===== src/rtl/pic_pkg.sv =====
// Shared definitions for the Wishbone priority interrupt controller.
// No logic; constants, bus FSM state type and a source-mask helper.
// Not applicable (no datapath).
package pic_pkg;

   // Register word offsets on adr_i
   localparam logic [2:0] PIC_EDGE  = 3'd0;
   localparam logic [2:0] PIC_POL   = 3'd1;
   localparam logic [2:0] PIC_MASK  = 3'd2;
   localparam logic [2:0] PIC_PEND  = 3'd3;
   localparam logic [2:0] PIC_CLAIM = 3'd4;
   localparam logic [2:0] PIC_SWSET = 3'd5;

   localparam int PIC_MAX_SRC       = 32;
   localparam int PIC_CLAIM_VLD_BIT = 31;

   // Bus FSM: the ACK state is exactly ack_o
   typedef enum logic {
      BUS_IDLE = 1'b0,
      BUS_ACK  = 1'b1
   } bus_state_e;

   // Ones in the bits that correspond to implemented sources
   function automatic logic [31:0] src_mask(input int nsrc);
      logic [31:0] m;
      m = '0;
      for (int i = 0; i < PIC_MAX_SRC; i++) begin
         m[i] = (i < nsrc);
      end
      return m;
   endfunction

endpackage


===== src/rtl/pic_prio_enc.sv =====
// Lowest-index-first priority encoder: request vector -> {valid, id}, id = index+1.
// Latency: purely combinational.
// Backpressure: none.
module pic_prio_enc
   import pic_pkg::*;
#(
   parameter int NSRC = 8,
   parameter int IDW  = $clog2(NSRC + 1)
) (
   input  logic [NSRC-1:0] req_i,
   output logic            vld_o,
   output logic [IDW-1:0]  id_o
);

   // Scan from the top down so the lowest requesting index is the last to win
   always_comb begin
      vld_o = |req_i;
      id_o  = '0;
      for (int i = NSRC - 1; i >= 0; i--) begin
         if (req_i[i]) begin
            id_o = IDW'(i + 1);
         end
      end
   end

endmodule


===== src/rtl/wb_prio_pic.sv =====
// Wishbone-classic interrupt controller: edge/level, polarity, mask, W1C pend, priority claim.
// Latency: bus ack 1 cycle; irq->PEND same edge, PEND->int_o +1 (+2 with PIC_SYNC_EN synchronisers).
// Backpressure: none; one request accepted per idle cycle, back-to-back requests acked every other cycle.
module wb_prio_pic
   import pic_pkg::*;
#(
   parameter int NSRC = 8,
   parameter int IDW  = $clog2(NSRC + 1)
) (
   input  logic            clk_i,
   input  logic            rst_i,
   input  logic            cyc_i,
   input  logic            stb_i,
   input  logic            we_i,
   input  logic [2:0]      adr_i,
   input  logic [31:0]     dat_i,
   output logic [31:0]     dat_o,
   output logic            ack_o,
   output logic            int_o,
   input  logic [NSRC-1:0] irq
);

   // Registers are kept 32 bits wide; unimplemented bits are forced to 0 by SRC_MASK
   localparam logic [31:0] SRC_MASK = src_mask(NSRC);

   logic [31:0] edge_q, edge_d, pol_q, pol_d, mask_q, mask_d;
   logic [31:0] pend_q, pend_d, prev_q, prev_d, dat_q, dat_d;
   logic        int_q, int_d;
   bus_state_e  state_q, state_d;

   logic [NSRC-1:0] irq_s;
   logic [31:0]     act, rdata, wdat, w1c, swset, claim_clr, edge_set, edge_nxt;
   logic            bus_req, rd_en, wr_en, claim_vld;
   logic [IDW-1:0]  claim_id;

`ifdef PIC_SYNC_EN
   logic [NSRC-1:0] sync1_q, sync1_d, sync2_q, sync2_d;

   // Two-flop synchroniser chain on the raw sources
   always_comb begin
      sync1_d = irq;
      sync2_d = sync1_q;
      irq_s   = sync2_q;
   end

   // Synchroniser flops
   always_ff @(posedge clk_i) begin
      if (rst_i) begin
         sync1_q <= '0;
         sync2_q <= '0;
      end else begin
         sync1_q <= sync1_d;
         sync2_q <= sync2_d;
      end
   end
`else
   assign irq_s = irq;
`endif

   pic_prio_enc #(
      .NSRC (NSRC),
      .IDW  (IDW)
   ) u_enc (
      .req_i (pend_q[NSRC-1:0] & mask_q[NSRC-1:0]),
      .vld_o (claim_vld),
      .id_o  (claim_id)
   );

   // Active level per source and bus request decode
   always_comb begin
      act             = '0;
      act[NSRC-1:0]   = irq_s ~^ pol_q[NSRC-1:0];
      bus_req         = cyc_i & stb_i & (state_q == BUS_IDLE);
      rd_en           = bus_req & ~we_i;
      wr_en           = bus_req & we_i;
      wdat            = dat_i & SRC_MASK;
   end

   // Read mux; CLAIM returns {valid, id}
   always_comb begin
      rdata = '0;
      case (adr_i)
         PIC_EDGE:  rdata = edge_q;
         PIC_POL:   rdata = pol_q;
         PIC_MASK:  rdata = mask_q;
         PIC_PEND:  rdata = pend_q;
         PIC_CLAIM: begin
            rdata[IDW-1:0]           = claim_id;
            rdata[PIC_CLAIM_VLD_BIT] = claim_vld;
         end
         default:   rdata = '0;
      endcase
   end

   // Next-state for configuration, pending and bus state
   always_comb begin
      edge_d  = (wr_en && adr_i == PIC_EDGE) ? wdat : edge_q;
      pol_d   = (wr_en && adr_i == PIC_POL)  ? wdat : pol_q;
      mask_d  = (wr_en && adr_i == PIC_MASK) ? wdat : mask_q;
      w1c     = (wr_en && adr_i == PIC_PEND)  ? wdat : '0;
      swset   = (wr_en && adr_i == PIC_SWSET) ? wdat : '0;

      // A claim only consumes the winner if it is edge-triggered
      claim_clr = '0;
      if (rd_en && adr_i == PIC_CLAIM && claim_vld) begin
         claim_clr = edge_q & (32'd1 << (claim_id - IDW'(1)));
      end

      // Edge sources: set has priority over W1C and claim clear
      edge_set = (act & ~prev_q) | swset;
      edge_nxt = edge_set | (pend_q & ~(w1c | claim_clr));
      pend_d   = SRC_MASK & ((edge_q & edge_nxt) | (~edge_q & act));

      prev_d  = act;
      int_d   = |(pend_q & mask_q);
      dat_d   = bus_req ? rdata : dat_q;
      state_d = bus_req ? BUS_ACK : BUS_IDLE;
   end

   // All controller state, synchronous reset
   always_ff @(posedge clk_i) begin
      if (rst_i) begin
         edge_q  <= '0;
         pol_q   <= SRC_MASK;
         mask_q  <= '0;
         pend_q  <= '0;
         prev_q  <= '0;
         dat_q   <= '0;
         int_q   <= 1'b0;
         state_q <= BUS_IDLE;
      end else begin
         edge_q  <= edge_d;
         pol_q   <= pol_d;
         mask_q  <= mask_d;
         pend_q  <= pend_d;
         prev_q  <= prev_d;
         dat_q   <= dat_d;
         int_q   <= int_d;
         state_q <= state_d;
      end
   end

   assign ack_o = (state_q == BUS_ACK);
   assign dat_o = dat_q;
   assign int_o = int_q;

endmodule


===== config.mk =====
export PLATFORM = sky130hd
export DESIGN_NAME = wb_prio_pic
export DESIGN_NICKNAME = d
export VERILOG_FILES = /design/src/rtl/pic_pkg.sv /design/src/rtl/pic_prio_enc.sv /design/src/rtl/wb_prio_pic.sv
export SDC_FILE = /design/constraint.sdc
export NUM_CORES = 1
export LEC_CHECK = 0
export BUFFER_PORTS_ARGS = -buffer_cell sky130_fd_sc_hd__buf_4
export CORE_ASPECT_RATIO = 0.8
export CORE_UTILIZATION = 46
export CTS_CLUSTER_SIZE = 40
export DETAILED_ROUTE_END_ITERATION = 10
export GPL_TIMING_DRIVEN = 0
export PLACE_DENSITY_LB_ADDON = 0.3
export SYNTH_ARGS = -nofsm -noshare
export SYNTH_HDL_FRONTEND = slang
export SYNTH_SLANG_ARGS = --single-unit

===== constraint.sdc =====
create_clock -name clk_i -period 2 [get_ports clk_i]
set_clock_uncertainty 0.15 [all_clocks]
set_input_delay 0.4 -clock clk_i [delete_from_list [all_inputs] [get_ports clk_i]]
set_output_delay 0.4 -clock clk_i [all_outputs]
set_load 0.02 [all_outputs]

# Word-level counts from Yosys, hierarchy flattened
# Cells that the tools add are included.
[op_classes]
add_sub_neg = 1
n_mul = 0
div = 0
n_lt_le_gt_ge = 0
eq_ne = 5
shifts = 1
n_mux = 15
n_bitwise = 21
reduce_logical = 10
[op_table]
columns = ["cell", "n"]
rows = [
  ["8-bit AND", 7],
  ["4-bit 2-to-1 mux", 8],
  ["8-bit bitwise OR", 4],
  ["32-bit OR reduction", 1],
  ["8-bit 2-to-1 mux", 3],
  ["8-bit inverter", 3],
  ["4-bit one-hot mux with 5 select lines", 1],
  ["4-bit one-hot mux with 4 select lines", 1],
  ["8-bit OR reduction", 1],
  ["1-bit by 4-bit << shifter with 8-bit output, first input constant", 1],
  ["8-bit bitwise XNOR", 1],
  ["1-bit logical AND", 7],
  ["3-bit by 2-bit equality test with 1-bit output, second input constant", 2],
  ["3-bit equality test, second input constant", 2],
  ["1-bit AND", 4],
  ["4-bit by 1-bit subtractor with 4-bit output, second input constant", 1],
  ["3-bit by 1-bit equality test with 1-bit output, second input constant", 1],
  ["3-bit logical NOT", 1],
  ["1-bit inverter", 2],
  ["1-bit one-hot mux with 2 select lines", 1],
  ["1-bit 2-to-1 mux", 1],
]
[word_totals]
reg_bits = 74
latchBits = 0
mem_bits_rw = 0
romBits = 0
out_inout_bits = 34
elab_cells = 61
mem_count = 0

# Logic depth before layout (Yosys ltp)
[depth]
word_depth = 19
mapped_depth = 6

# Cells and area by module
# From an unflattened synthesis, not the netlist that was laid out.
[hier_totals]
hier_cells = 307
hier_area_um2 = 2760.1
[modules_own_cells]
columns = ["module", "n_inst", "cells_per_inst", "area_per_inst_um2", "seq_area_each_um2"]
rows = [
  ["wb_prio_pic", 1, 293, 2671.3, 1021.0],
  ["pic_prio_enc", 1, 14, 88.8, 0.0],
]

# Least setup slack after synthesis
# No wires, ideal clock.
[synth_path]
kind = "in2reg"
start = "input adr_i[2]"
end = "register pend_q[6]"
arrival_time_ps = 1887
required_ps = 1733
slack_ps = -154
cell_stages = 6
n_path_buf = 1
cell_sequence = "buf_4 or3b_4 nor3_4 nand2_2 or4b_1 a22o_1"
[synth_between]
elab_chain_cells = 10
word_cells_on_any_way = 17
cone_classes = "eq/ne: 3; mux: 3; bitwise: 7; reduce/logical: 4"
[synth_rtl]
columns = ["element", "line", "source"]
rows = [
  ["start: declaration", "wb_prio_pic.sv:15", "input logic [2:0] adr_i,"],
  ["3-bit equality test", "wb_prio_pic.sv:105", "if (rd_en && adr_i == PIC_CLAIM && claim_vld) begin"],
  ["1-bit logical AND (2 in series)", "wb_prio_pic.sv:105", ""],
  ["8-bit 2-to-1 mux", "wb_prio_pic.sv:105", ""],
  ["8-bit bitwise OR", "wb_prio_pic.sv:111", "edge_nxt = edge_set | (pend_q & ~(w1c | claim_clr));"],
  ["8-bit inverter", "wb_prio_pic.sv:111", ""],
  ["8-bit AND", "wb_prio_pic.sv:111", ""],
  ["8-bit bitwise OR *", "wb_prio_pic.sv:111", ""],
  ["8-bit AND *", "wb_prio_pic.sv:112", "pend_d = SRC_MASK & ((edge_q & edge_nxt) | (~edge_q & act));"],
  ["8-bit bitwise OR *", "wb_prio_pic.sv:112", ""],
  ["end signal: assignment", "wb_prio_pic.sv:135", "pend_q <= pend_d;"],
  ["end: declaration", "wb_prio_pic.sv:27", "logic [31:0] pend_q, pend_d, prev_q, prev_d, dat_q, dat_d;"],
]
# Mark *: on every way between the ends. The rest lies on a longest branch, timed or not.
# A chain may end at the register's enable or synchronous reset.

# Final worst setup path
[layout_path]
start = "register state_q (netlist: ack_o)"
end = "register pend_q[2]"
[layout_between]
elab_chain_cells = 12
word_cells_on_any_way = 18
cone_classes = "mux: 3; bitwise: 11; reduce/logical: 4"
[layout_rtl]
columns = ["element", "line", "source"]
rows = [
  ["start: declaration", "wb_prio_pic.sv:29", "bus_state_e state_q, state_d;"],
  ["start signal: assignment", "wb_prio_pic.sv:139", "state_q <= state_d;"],
  ["1-bit inverter *", "wb_prio_pic.sv:73", "bus_req = cyc_i & stb_i & (state_q == BUS_IDLE);"],
  ["1-bit AND *", "wb_prio_pic.sv:73", ""],
  ["1-bit AND", "wb_prio_pic.sv:74", "rd_en = bus_req & ~we_i;"],
  ["1-bit logical AND (2 in series)", "wb_prio_pic.sv:105", ""],
  ["8-bit 2-to-1 mux", "wb_prio_pic.sv:105", ""],
  ["8-bit bitwise OR", "wb_prio_pic.sv:111", ""],
  ["8-bit inverter", "wb_prio_pic.sv:111", ""],
  ["8-bit AND", "wb_prio_pic.sv:111", ""],
  ["8-bit bitwise OR *", "wb_prio_pic.sv:111", ""],
  ["8-bit AND *", "wb_prio_pic.sv:112", ""],
  ["8-bit bitwise OR *", "wb_prio_pic.sv:112", ""],
]
# Marks and branches as above.

==> metrics.md <==
| Metric | Value |
|---|---|
| Status | `finished, final reports clean` |
| Top fanout value on the critical path | `8` |
| Minimum period implied by the final worst setup slack | `1.93 ns` |
| Number of rows created at floorplan | `24` |
| Slew HR | `0.475` |
| Yosys top cell by area | `dfxtp_1` |
| Most frequently used cell type in the post-synthesis netlist | `dfxtp_1` |
| Synth Warn # | `0` |
| Fraction of layout cells with a size suffix above 1 | `0.263` |
| Number of nets still failing antenna checks after routing | `0` |
| Residual overflow from global routing | `0` |
| Global-route wire length before repair | `10.4 mm` |
| Number of diodes | `0` |
| First-iteration detailed-routing DRC count | `200` |
| Number of maximum-capacitance violations | `0` |
| Max-slew violations | `0` |
| Final core occ | `0.594` |
| Non-Filler Cell Area, Final | `roughly 0.0032 mm2` |
| Total Routing Usage GR | `0.228` |
| Top routing layer in use | `met4` |
| Final period util | `0.965` |
| Class of the worst hold path | `primary input to flop` |
| EDFF count, synth | `0` |
| Initial standard-cell utilization of the core | `0.478` |
| Required time at the worst-slack endpoint | `2.07 ns` |
| Fin nets | `slightly below 400` |
| Average detailed-routed wire length per instance | `15.1 um` |
| Critical path class | `flop to flop` |
| Clk sink count | `51` |
| PortBufs | `32` |
| Worst-path clk slew | `0.10 ns` |
| Routed length on met3 | `~450 um` |
| Top area cells in the synthesized netlist | `dfxtp_1, buf_4, mux4_2` |
| Clk_lat worst skew | `between 0.3 and 0.4 ns` |
| Number of H-tree levels | `2` |
| Power density relative to cell area | `approximately 640 mW/mm2` |
| Total length of routed met2 wires | `2.92 mm` |
| Static leakage power | `1.33 nW` |
| Root Driver | `clkbuf_8` |
| Setup TNS Final | `0 ns` |
| Cell types with the highest counts after synthesis | `dfxtp_1, nor2_1, buf_4, nand2_1, mux2i_1` |
| Die width | `86.0 um` |
| Max incr delay on CP | `just under 0.7 ns` |
| Vias in the first global route | `2096` |
| Syn Inst Count | `285` |
| Main flop type after synthesis | `dfxtp_1` |
| DRC viols | `0` |
| Pin count of the biggest net entering global routing | `16` |
| Post-Synthesis Cell Area | `between 0.002 and 0.003 mm2` |
| Cts bufs inserted | `5` |
| Transition time at the pin with the least slew margin | `between 0.7 and 0.8 ns` |
| Post-synth top area share | `0.393` |
| Unrepaired setup endpoints after global routing | `no` |
| Number of vias per cell | `5.24` |
| Largest vdd supply drop | `0.355 mV` |
| Proportion of synthesized chip area in sequential cells | `0.393` |
| Area of the placeable core | `0.00544 mm2` |
| Data arrival time of the critical path | `~2.0 ns` |
| Post-synthesis to final-layout area growth | `24.3%` |
| Placer's final routability congestion estimate | `0.830` |
| Via count of the routed design | `roughly 2200` |
| Number of antenna violations at the first check in global routing | `0` |
| Cells along the critical path | `nand3b_4 > nor3_2 > a21oi_1 > a221oi_1` |
| Final hold violation count | `0` |
| Fraction of registers with async set or reset after synthesis | `0` |
| Routed length on met1 | `3.05 mm` |
| TritonCTS clock tree | `built` |
| Category of the worst setup path capture point | `flop` |
| Number of synthesized register bits | `51` |
| Highest achievable clock rate | `518 MHz` |
| Vertical die dimension | `69.2 um` |
| Placed cell areas | `roughly 0.0030 mm2` |
| Final wirelength | `6.48 mm` |
| Setup-violating endpoint count in the final report | `0` |
| Half-perimeter wire length of the detailed placement result | `4.59 mm` |
| Startpoint type of the worst setup path | `flop` |
| # IOs | `between 80 and 90` |
| Distinct cell type count of the synthesized netlist | `41` |
| Slowest cell on the critical path | `nor3_2` |
| Number of detailed-route iterations in the first pass | `4` |
| Maximum clock path buffer count | `2` |
| Die area | `0.00595 mm2` |
| Post-synthesis area per instance | `roughly 9.1 um2` |
==> final cells by class <==
class,count,area [um2]
tap,78,97.6
fill,490,2210
clock inverter,2,37.5
buffer,35,240
timing repair buffer,37,278
sequential,51,1020
multi-input combinational,211,1450
clock buffer,5,68.8
inverter,9,33.8
==> cells in the final DEF, fill, tap and decap left out, drive strengths merged, types with 2 or more instances in the layout <==
cell type	Yosys	final
buf	29	66
dfxtp	51	51
nor2	39	39
conb	1	23
nand2	21	21
mux2i	17	17
nor2b	14	14
clkbuf	7	11
a21oi	10	10
inv	9	9
o21ai	9	9
xor2	8	8
a211o	8	8
nand3	8	8
mux4	8	8
a22oi	7	7
nor3	5	5
a221oi	4	4
a31oi	4	4
o211ai	3	3
o32ai	3	3
a22o	2	2
and2b	2	2
nor3b	2	2
nand2b	2	2
==> worst max-delay path: cells and delay by family (launching register included) <==
| family | cells | cell delay, ns |
|---|---|---|
| DFF | 1 | 0.32 |
| and+or+nand+nor | 2 | 0.91 |
| AOI/OAI and AO/OA | 2 | 0.44 |
==> worst paths after layout <==
path,cells after the start,from,end,slack (ns)
worst min-delay path,2,dat_i[6],pol_q[6]$_SDFFE_PP1P_,0.18
worst max-delay path,4,ack_o$_SDFF_PP0_,pend_q[2]$_SDFF_PP0_,0.07
worst min register to register,2,dat_o[1]$_SDFFE_PP0P_,dat_o[1]$_SDFFE_PP0P_,0.33
worst max register to register,4,ack_o$_SDFF_PP0_,pend_q[2]$_SDFF_PP0_,0.07
==> where the power goes <==
group	total [mW]	internal [mW]	switching (mW)
combinational	0.299	0.133	0.166
sequential	1.07	1.05	0.0219
clock	0.710	0.366	0.344
==> per-stage QoR <==
stage,total power [mW],hold slack [ns],setup slack [ns],instances
floorplan,1.28,0.315,-0.135,307
global placement,1.37,0.309,-0.715,417
detailed placement,1.38,0.308,-0.414,417
CTS,2.08,0.176,0.00746,426
global route,2.14,0.177,0.00616,428
finish,2.08,0.176,0.0702,428
==> layer usage <==
metal  vias up  GRT usage
li1       1084          -
met1      1066      0.325
met2        84      0.356
met3         7     0.0440
met4         0     0.0556
met5         -          0
==> flip-flops by register name, summed over array words and instances, names as in the netlist <==
register and cells:
dat_o 9, edge_q 8, mask_q 8, pend_q 8, pol_q 8, prev_q 8
ack_o 1, int_o 1
==> cell families after synthesis <==
kind of cell / Yosys count / share of synthesized area
AOI/OAI and AO/OA: 55 / 0.149
xor gates and xnor gates: 8 / 0.0270
DFF: 51 / 0.393
buffers and inverters: 45 / 0.102
and+or+nand+nor: 100 / 0.193
muxes: 25 / 0.135
other: 1 / 0.00144
==> repair_timing <==
item	in CTS	in global routing
buffers inserted	3	2
pin swaps	2	1
hold buffers	0	0
setup endpoints to repair	18	15
gates resized for setup	6	6
No activity file was read; power rests on OpenSTA's default activity.
